`src/rtl/crc_check_serial.sv`:
```
`default_nettype none
// ============================================================================
// Module   : crc_check_serial
// Brief    : Bit-serial (MSB first) receive CRC checker; divides the codeword
//            by a per-frame latched generator and holds msg/remainder/pass flag
//            until the consumer takes them.
// Revision : 1.0 - initial release
// ============================================================================
module crc_check_serial #(
  parameter int MSG_W = 9,
  parameter int CRC_W = 3
) (
  input  logic             clk,
  input  logic             rst,
  input  logic [CRC_W:0]   genpoly,
  input  logic             in_valid,
  output logic             in_ready,
  input  logic             in_bit,
  input  logic             in_sof,
  output logic             out_valid,
  input  logic             out_ready,
  output logic [MSG_W-1:0] out_msg,
  output logic [CRC_W-1:0] out_rem,
  output logic             out_ok
);

  localparam int c_code_w = MSG_W + CRC_W;
  localparam int c_cnt_w  = $clog2(c_code_w + 1);
  localparam logic [c_cnt_w-1:0] c_msg_cnt  = c_cnt_w'(MSG_W);
  localparam logic [c_cnt_w-1:0] c_last_cnt = c_cnt_w'(c_code_w);
  localparam logic [c_cnt_w-1:0] c_cnt_one  = c_cnt_w'(1);

  typedef enum logic [1:0] {
    IDLE  = 2'd0,
    SHIFT = 2'd1,
    DONE  = 2'd2
  } state_t;

  state_t             r_state;
  state_t             w_state_next;
  logic [c_cnt_w-1:0] r_cnt;
  logic [c_cnt_w-1:0] w_cnt_base;
  logic [c_cnt_w-1:0] w_cnt_next;
  logic [CRC_W-1:0]   r_rem;
  logic [CRC_W-1:0]   w_rem_base;
  logic [CRC_W-1:0]   w_rem_shift;
  logic [CRC_W-1:0]   w_rem_next;
  logic [CRC_W-1:0]   r_poly;
  logic [CRC_W-1:0]   w_poly;
  logic [MSG_W-1:0]   r_msg;
  logic [MSG_W-1:0]   w_msg_base;
  logic [MSG_W-1:0]   w_msg_shift;
  logic [MSG_W-1:0]   w_msg_next;
  logic               r_ok;
  logic               r_in_ready;
  logic               r_out_valid;
  logic               w_xfer;
  logic               w_start;
  logic               w_last;
  logic               w_unused;

  // The x^CRC_W term of the generator is implicit, so its input bit is dropped.
  assign w_unused = genpoly[CRC_W];

  assign w_xfer  = in_valid && r_in_ready;
  assign w_start = w_xfer && ((r_state == IDLE) || in_sof);

  // A frame start behaves as if the accumulators were already cleared.
  assign w_cnt_base = w_start ? '0 : r_cnt;
  assign w_rem_base = w_start ? '0 : r_rem;
  assign w_msg_base = w_start ? '0 : r_msg;
  assign w_poly     = w_start ? genpoly[CRC_W-1:0] : r_poly;

  generate
    if (CRC_W > 1) begin : g_rem_wide
      assign w_rem_shift = {w_rem_base[CRC_W-2:0], in_bit};
    end else begin : g_rem_narrow
      assign w_rem_shift = in_bit;
    end
  endgenerate

  generate
    if (MSG_W > 1) begin : g_msg_wide
      assign w_msg_shift = {w_msg_base[MSG_W-2:0], in_bit};
    end else begin : g_msg_narrow
      assign w_msg_shift = in_bit;
    end
  endgenerate

  assign w_rem_next = w_rem_shift ^ (w_rem_base[CRC_W-1] ? w_poly : '0);
  assign w_cnt_next = w_cnt_base + c_cnt_one;
  assign w_msg_next = (w_cnt_base < c_msg_cnt) ? w_msg_shift : w_msg_base;
  assign w_last     = (w_cnt_next == c_last_cnt);

  always_comb begin
    w_state_next = r_state;
    case (r_state)
      IDLE: begin
        if (w_xfer) begin
          w_state_next = w_last ? DONE : SHIFT;
        end
      end
      SHIFT: begin
        if (w_xfer) begin
          w_state_next = w_last ? DONE : SHIFT;
        end
      end
      DONE: begin
        if (r_out_valid && out_ready) begin
          w_state_next = IDLE;
        end
      end
      default: w_state_next = IDLE;
    endcase
  end

  // Handshake flags are registered decodes of the next state, so out_ready
  // never reaches in_ready combinationally.
  always_ff @(posedge clk) begin
    if (rst) begin
      r_state     <= IDLE;
      r_in_ready  <= 1'b1;
      r_out_valid <= 1'b0;
    end else begin
      r_state     <= w_state_next;
      r_in_ready  <= (w_state_next != DONE);
      r_out_valid <= (w_state_next == DONE);
    end
  end

  always_ff @(posedge clk) begin
    if (rst) begin
      r_cnt  <= '0;
      r_rem  <= '0;
      r_msg  <= '0;
      r_poly <= '0;
      r_ok   <= 1'b1;
    end else if (w_xfer) begin
      r_cnt <= w_cnt_next;
      r_rem <= w_rem_next;
      r_msg <= w_msg_next;
      r_ok  <= (w_rem_next == '0);
      if (w_start) begin
        r_poly <= genpoly[CRC_W-1:0];
      end
    end
  end

  assign in_ready  = r_in_ready;
  assign out_valid = r_out_valid;
  assign out_msg   = r_msg;
  assign out_rem   = r_rem;
  assign out_ok    = r_ok;

endmodule
`default_nettype wire
```
`config.mk`:
```
export PLATFORM = sky130hd
export DESIGN_NAME = crc_check_serial
export DESIGN_NICKNAME = d
export VERILOG_FILES = /design/src/rtl/crc_check_serial.sv
export SDC_FILE = /design/constraint.sdc
export NUM_CORES = 1
export LEC_CHECK = 0
export ABC_CLOCK_PERIOD_IN_PS = 1600
export BUFFER_PORTS_ARGS = -buffer_cell sky130_fd_sc_hd__buf_2
export CAP_MARGIN = 20
export CORE_MARGIN = 2
export CORE_UTILIZATION = 35
export DETAILED_ROUTE_END_ITERATION = 10
export PLACE_DENSITY = 0.66
export SLEW_MARGIN = 20
export SYNTH_ARGS = -nofsm -noshare
export SYNTH_HDL_FRONTEND = slang
export SYNTH_SLANG_ARGS = --single-unit
```
`constraint.sdc`:
```
create_clock -name clk -period 1.6 [get_ports clk]
set_clock_uncertainty 0.15 [all_clocks]
set_input_delay 0.24 -clock clk [delete_from_list [all_inputs] [get_ports clk]]
set_output_delay 0.24 -clock clk [all_outputs]
set_load 0.005 [all_outputs]
```
==> summary.md, run 1 <==
The flow ran to the end, and the final reports show no timing, DRC or antenna violations. Post-synthesis adder-cell area fraction: 0%. The cell type group with the largest total delay on the critical path was simple AND/OR/NAND/NOR gates. The max-slew violation count came out at 0. Including well taps, the total number of placed cells is 173. Once detail routing completed, the nets flagged for antenna violations numbered 0. The number of buffers and inverters on the critical path is 0. Entering global routing, the biggest net connects 24 pins. Fraction of final layout cells with drive strength greater than 1: 29.1%. Timing would allow up to 0.653 GHz.

Summing the sequential cell areas from Yosys gives 46.8% of the chip area. The count of input and output buffers is 23, and the depth of the most critical reg-to-reg path is 4. Buffers inserted during clock tree synthesis total 3. Among all stages on the critical path, the largest delay is contributed by sky130_fd_sc_hd__or3_4.

Root buffer selected by CTS: sky130_fd_sc_hd__clkbuf_4. The endpoint of the worst setup timing path was out_msg[6]. The run gives 0.00118 W as the overall power after layout. In the layout the commonest cells are 24 x sky130_fd_sc_hd__dfxtp_1, 23 x sky130_fd_sc_hd__buf_2, 20 x sky130_fd_sc_hd__nand2_1. Summed over all cells, the static leakage comes to 0.509 nW.

The tools report the multi-input gate area in the final layout as 533 sq um. The critical path runs through a total of 4 cells. The setup path with the least slack is of type flop to flop. The floorplan step defined a core boundary enclosing 2780 sq um.

Counting every instance in the synthesized netlist gives 117. Number of fillers in the final layout: 271. Yosys printed 0 warnings.

For the floorplan die area, the log shows 3380 sq um. The number of vias per cell after detailed routing was 5.20. Of the available clock period, the critical path in the final layout requires 95.7%.

The sum of overflow across all layers after global routing is 0, and the number of standard-cell rows in the floorplan is 19. After synthesis, the largest family of logic cells by area is simple AND/OR/NAND/NOR gates. The tightest min-delay check is of the primary input to flop type.

The logs give 0 for the post-cts repair resize count and 24 for the number of clock sinks. Summing every instance area after synthesis gives 1030 sq um. The arrival time at the worst endpoint was 1.63 ns. Source of the critical timing path: r_cnt[1]. Global routing consumed, on the met3 layer, 2.68% of the routing resources. The complex-gate fraction of the synthesized area is 20.6%, and the post-route non-filler standard cell count is 179. Synthesis produced a netlist with a net count of 127.

The number of global-route vias before repair was 797. Summing the areas of all xor and xnor instances in the mapped netlist gives 4.26% of the synthesized area. The worst voltage drop across the vdd grid was 0.572 mV. Yosys mapped a number of flops with a built-in enable equal to 0. The final-stage net count is 159, and the vertical extent of the die is 58.2 microns. The tools report the number of top-level design ports as 25. The initial cell density of the core came out at 36.9%. The origin of the critical flop-to-flop path was r_cnt[1]. The run gives 0 as the max-cap check violation count.

Antenna diode count: 0. The first global-routing pass estimated 3.58 mm of wire. After detailed routing, the total wire length is 2.29 mm. The initial antenna violation count is 0, and the count of endpoints failing hold in the final timing report is 0. The met1 usage in global routing is 18.1%.

STA puts the critical path data required time at 1.70 ns. met2 is the most crowded layer. Summing over every cut layer, the via total after detailed routing is 931. For this run, asynchronously set or reset flops after synthesis account for 0%. The H-tree depth was 1. The library cell used most frequently in the layout, excluding fill and tap cells, is sky130_fd_sc_hd__dfxtp_1. The clock transition at the registers of the reported paths works out to 0.13 ns. In the routed design, unresolved DRC markers number 0. The clock tree buffer depth came out at 2. The portion of netlist area occupied by mux cells works out to 0.974%. Counting distinct cell types in the post-synthesis netlist gives 33. The first routing iteration left 26 violations. The worst setup path is captured at a flop. The critical path goes through or3_4 > a31oi_2 > nand3_1 > a21oi_1. Each instance of the synthesized netlist takes up on average 8.78 sq um. The die width works out to 58.2 microns. The shortest clock period the worst path allows after layout is 1.53 ns, and the biggest fanout along the worst timing path is 4. The signed area change from the synthesized netlist to the final layout came out at 25.2%. Counting flops and latches in the post-synthesis netlist gives 24. At the pin with the least slew margin, the transition time is 0.421 ns. The estimated wirelength of the detail-placed design is 1.57 mm. The endpoint identified for the worst register-to-register timing path is out_msg[6]. At the later pin of the worst-skew pair, clock insertion delay measures 0.31 ns. In the synthesized netlist the dominant register cell turns out to be sky130_fd_sc_hd__dfxtp_1. Setup violations remaining at the end of the flow were counted as 0.

The delay of the slowest cell on the worst path was 0.41 ns. Setup slack on the worst reg-to-reg path comes out at 0.07 ns. Register area: 480 sq um.

TritonCTS built the clock tree. In this run the tightest slew margin relative to its limit is 72.0%. For this run, global-route usage on met2 was measured as 22.1%. The tools report the overall global routing resource usage as 13.7%. The power density over cell area came out at 917 nW/um^2. At the end of routability-driven placement, the weighted congestion stood at 0.770. Basic-gate share of the synthesized area counting and, or, nand and nor cells: 24.8%. The nature of the critical path startpoint was a flop. The number of iterations in the first detailed-routing pass came out at 3. After detailed routing, the average wire length per cell comes to 12.8 microns.
state kept, by name, summed over array words and instances, names as in the netlist:
signal,flops
r_poly,3
r_cnt,4
in_ready,1
out_msg,9
out_ok,1
r_state,2
out_valid,1
out_rem,3
per-stage QoR:
stage / utilization (%) / hold slack, ns / setup slack (ns) / cell area [sq um] / setup TNS, ns
6_report: 46.2 / 0.0191 / 0.0684 / 1290 / 0
5_1_grt: 46.2 / 0.00855 / -0.00383 / 1290 / -0.00383
4_1_cts: 45.8 / 0.00554 / 0.0745 / 1270 / 0
3_5_place_dp: 43.5 / 0.300 / 0.0624 / 1210 / 0
3_3_place_gp: 43.5 / 0.297 / 0.0842 / 1210 / 0
2_1_floorplan: - / 0.226 / 0.0983 / 1030 / 0
routing by layer:
| metal | routed length [microns] | share of wire, % | up-vias |
|---|---|---|---|
| li1 | - | - | 481 |
| met1 | 1100 | 48 | 443 |
| met2 | 1130 | 49 | 5 |
| met3 | 43 | 1.9 | 2 |
| met4 | 17 | 0.74 | 0 |
| met5 | 0 | 0 | - |
logic make-up (layout without fill, tap and decap cells):
family,after synthesis,count (layout)
buffers and inverters,6,36
multiplexers,1,1
XOR/XNOR,5,5
AO/OA/AOI/OAI,30,31
flip-flops,24,24
AND/OR/NAND/NOR,51,51
worst min path at each step:
stage,from,to,cells after the start
2_1_floorplan,genpoly[0],r_poly[0],2
3_3_place_gp,out_msg[8],out_msg[8],2
3_5_place_dp,r_poly[0],r_poly[0],2
4_1_cts,genpoly[0],r_poly[0],3
5_1_grt,genpoly[1],r_poly[1],3
6_report,genpoly[0],r_poly[0],3
worst min-delay path, cell delays in order:
cell and delay [ns]:
sky130_fd_sc_hd__buf_2 0.10, sky130_fd_sc_hd__nand2_1 0.06, sky130_fd_sc_hd__a21oi_1 0.05
where the power goes:
group / internal (W) / leakage (nW) / switching, W
clock: 0.000253 / 0.0279 / 0.000178
sequential: 0.000613 / 0.195 / 0.0000136
combinational: 0.0000517 / 0.285 / 0.0000707
what timing repair did:
action / CTS / global route
hold buffers: 1 / 0
hold endpoints to repair: 1 / 0
setup endpoints to repair: 0 / 4
buffers inserted: 0 / 0
synth_stat cells (all sizes together) (3+ instances only):
cell type	instances	area, sq um
dfxtp	24	480
nand2	21	81.3
a21oi	14	70.1
nand3	10	50.1
nor2	9	36.3
xor2	4	35.0
buf	3	15.0
nor3	3	15.0
cell type report:
cell class,instances,share of cell area (%)
Inverter,1,0.292
Tap cell,31,3.02
Multi-Input combinational cell,88,41.4
Clock inverter,1,2.33
Timing Repair Buffer,31,13.8
Sequential cell,24,37.4
Clock buffer,3,1.75
Power figures use the tool's default switching activity.
==> run 2, diff against run 1 <==
--- a/config.mk
+++ b/config.mk
@@ -12,6 +12,7 @@
 export CORE_UTILIZATION = 35
 export DETAILED_ROUTE_END_ITERATION = 10
 export PLACE_DENSITY = 0.66
+export REMOVE_ABC_BUFFERS = 1
 export SLEW_MARGIN = 20
 export SYNTH_ARGS = -nofsm -noshare
 export SYNTH_HDL_FRONTEND = slang
==> constraint.sdc (replaced) <==
create_clock -name clk -period 1.6 [get_ports clk]
set_clock_uncertainty 0.15 [all_clocks]
set_input_delay 0.08 -clock clk [delete_from_list [all_inputs] [get_ports clk]]
set_output_delay 0.08 -clock clk [all_outputs]
set_load 0.005 [all_outputs]
==> run 2 against run 1 <==
Sequential power is essentially flat. Via count grew 1.6%. Clock-buffer cell count is the same. Worst setup slack lost 0.0086 ns. Final cell count grew 0.56%. Critical endpoint is now out_msg[5]. Largest cell class unchanged.
==> summary.md, run 2 (synthesized netlist as in run 1, its figures left out) <==
The shortest clock period the worst path allows after layout is 1.54 ns, and the global placer's final weighted congestion is 0.791. Counting both buffers and inverters, the worst setup path holds a total of 0. The count of nets left with antenna violations once routing finished came out at 0. CTS placed an instance of sky130_fd_sc_hd__clkbuf_4 at the clock tree root. For met3 alone, demand over resource in global routing was 2.23%. VDD sags by at most 0.448 mV.

The slew at the pin closest to its max-slew limit came out at 0.400 ns. The layer with the highest usage is met2. For this run, global-route usage on met2 was measured as 25.5%.

The vertical extent of the die came out at 58.2 microns. The post-placement cell count was 171; the sum of overflow across all layers after global routing was 0. After the last flow step, the layout net total stands at 161. The global-route wire length before repair came out at 3.80 mm. The initial antenna violation count was 0; the max-slew violation count was 0. Nature of the critical path startpoint: a flop. The repair_antennas step left the layout with diodes totalling 0. Data on the critical path arrives at its endpoint at 1.63 ns. The clock transition at the registers of the reported paths was 0.12 ns; the floorplan die area was 3380 sq um.

The number of buffers inserted by post-CTS setup repair was 0; the biggest fanout along the worst timing path was 4. For the required time reported for the critical path endpoint, the log shows 1.69 ns. H-tree depth: 1. The floorplan has 19 rows. Entering global routing, the biggest net connects 24 pins. Hold is met by 0.00285 ns.

The placeable core area is 2780 sq um. The number of flip-flops under the largest register name is 9, and the clock latency on the worst-skew pair is 0.31 ns. The number of iterations in the first detailed-routing pass came out at 4. The flow ran to the end, and the final reports show no timing, DRC or antenna violations. On the critical path, the stage with the largest delay is an instance of sky130_fd_sc_hd__or3_4. Leaving out fill and tap cells, the most frequent cells in the layout are 24 x sky130_fd_sc_hd__dfxtp_1, 23 x sky130_fd_sc_hd__buf_2, 20 x sky130_fd_sc_hd__nand2_1.

The worst hold path class was primary input to flop. The count of endpoints failing hold in the final timing report is 0. The number of clock sinks was 24. Input and output buffers added on the ports amount to 23. Class of the most critical setup path: flop to flop.

Counting the fill cells in the layout gives 278. The logs give 0.06 ns for the reg2reg setup slack and 36.9% for the initial cell density of the core. For the register area, the log shows 480 sq um. The run gives 180 as the post-route non-filler standard cell count. Across every metal layer, demand over resource in global routing totals 14.8%. Leaving out fill and tap cells, the most frequent cell in the layout is sky130_fd_sc_hd__dfxtp_1.

The via count was 946. Setup violations remaining at the end of the flow were counted as 0. The maximum clock frequency was 0.649 GHz; the number of buffers created by CTS was 3.

Setup repair after global routing left no endpoint under its margin. The first routing iteration left 20 violations. The run gives 883 as the number of global-route vias before repair. The signed area change from the synthesized netlist to the final layout was 25.3%; the max-cap check violation count was 0.

For this block, the routed nets add up to 2.25 mm of wire. In the routed layout, each cell is associated on average with a via count of 5.26. TritonCTS built the clock tree.

Global routing used 17.9% of the available met1 tracks. The signal on the critical path passes through or3_4 > a31oi_2 > nand3_1 > a21oi_1. The power density over cell area was 787 nW/um^2. For the setup TNS, the log shows 0 ns. The tools report the clock tree buffer depth as 2. For this design the top-level I/O count stands at 25.

The final clock period utilization by the worst path was 96.3%; the delay of the slowest cell on the worst path was 0.41 ns. Cells with a size suffix above 1 make up 26.8% of the layout. In this run the static leakage power is 0.505 nW. The worst setup path is captured at a flop. After detailed routing, the number of remaining DRC violations is 0.

Grouping stages by cell kind, the critical path spends the most delay in simple AND/OR/NAND/NOR gates. The die is 58.2 microns wide. The wire length per cell after detailed routing was 12.5 microns.

The estimated wirelength of the detail-placed design was 1.62 mm; the tightest slew margin relative to the limit was 73.3%. The run gives 539 sq um as the multi-input gate area in the final layout.
## run 2: stage by stage
stage                     power [W]  instance area (sq um)  util [%]  worst slack (ns)
after CTS                   0.00102                   1270      45.6            0.0162
after global routing        0.00108                   1290      46.3            0.0116
after global placement     0.000750                   1200      43.0             0.123
after floorplan            0.000702                   1000         -             0.167
final                       0.00101                   1290      46.3            0.0598
after detailed placement   0.000754                   1200      43.0             0.102
## run 2: worst paths after layout
path           endpoint        from  cells past startpoint
max          out_msg[5]    r_cnt[1]                      4
min            in_ready   out_ready                      3
min reg2reg  out_msg[8]  out_msg[8]                      2
max reg2reg  out_msg[5]    r_cnt[1]                      4
## run 2: per-layer routing
layer,part of all wire (%),routed length [microns]
met1,47,1050
met2,48,1080
met5,0,0
met4,2.0,45
met3,3.3,75
## run 2: repair_timing
action | in CTS | in global routing
endpoints found under the hold margin | 5 | 0
resized for setup | 0 | 1
hold buffers | 5 | 0
endpoints found under the setup margin | 0 | 7
## run 2: worst register-to-register path: stages (launching register included)
cell                      delay, ns
sky130_fd_sc_hd__dfxtp_1       0.36
sky130_fd_sc_hd__or3_4         0.41
sky130_fd_sc_hd__a31oi_2       0.29
sky130_fd_sc_hd__nand3_1       0.11
sky130_fd_sc_hd__a21oi_1       0.15
## run 2: layout make-up
type / count / area share (%)
multi-input combinational: 88 / 41.9
sequential: 24 / 37.3
timing repair buffer: 33 / 15.7
clock buffer: 3 / 1.75
tap: 31 / 3.01
inverter: 1 / 0.292
## run 2: power by group
part | internal (W) | switching, W
Combinational | 0.0000577 | 0.0000707
Clock | 0.0000880 | 0.000170
Sequential | 0.000613 | 0.0000136
Total | 0.000759 | 0.000254
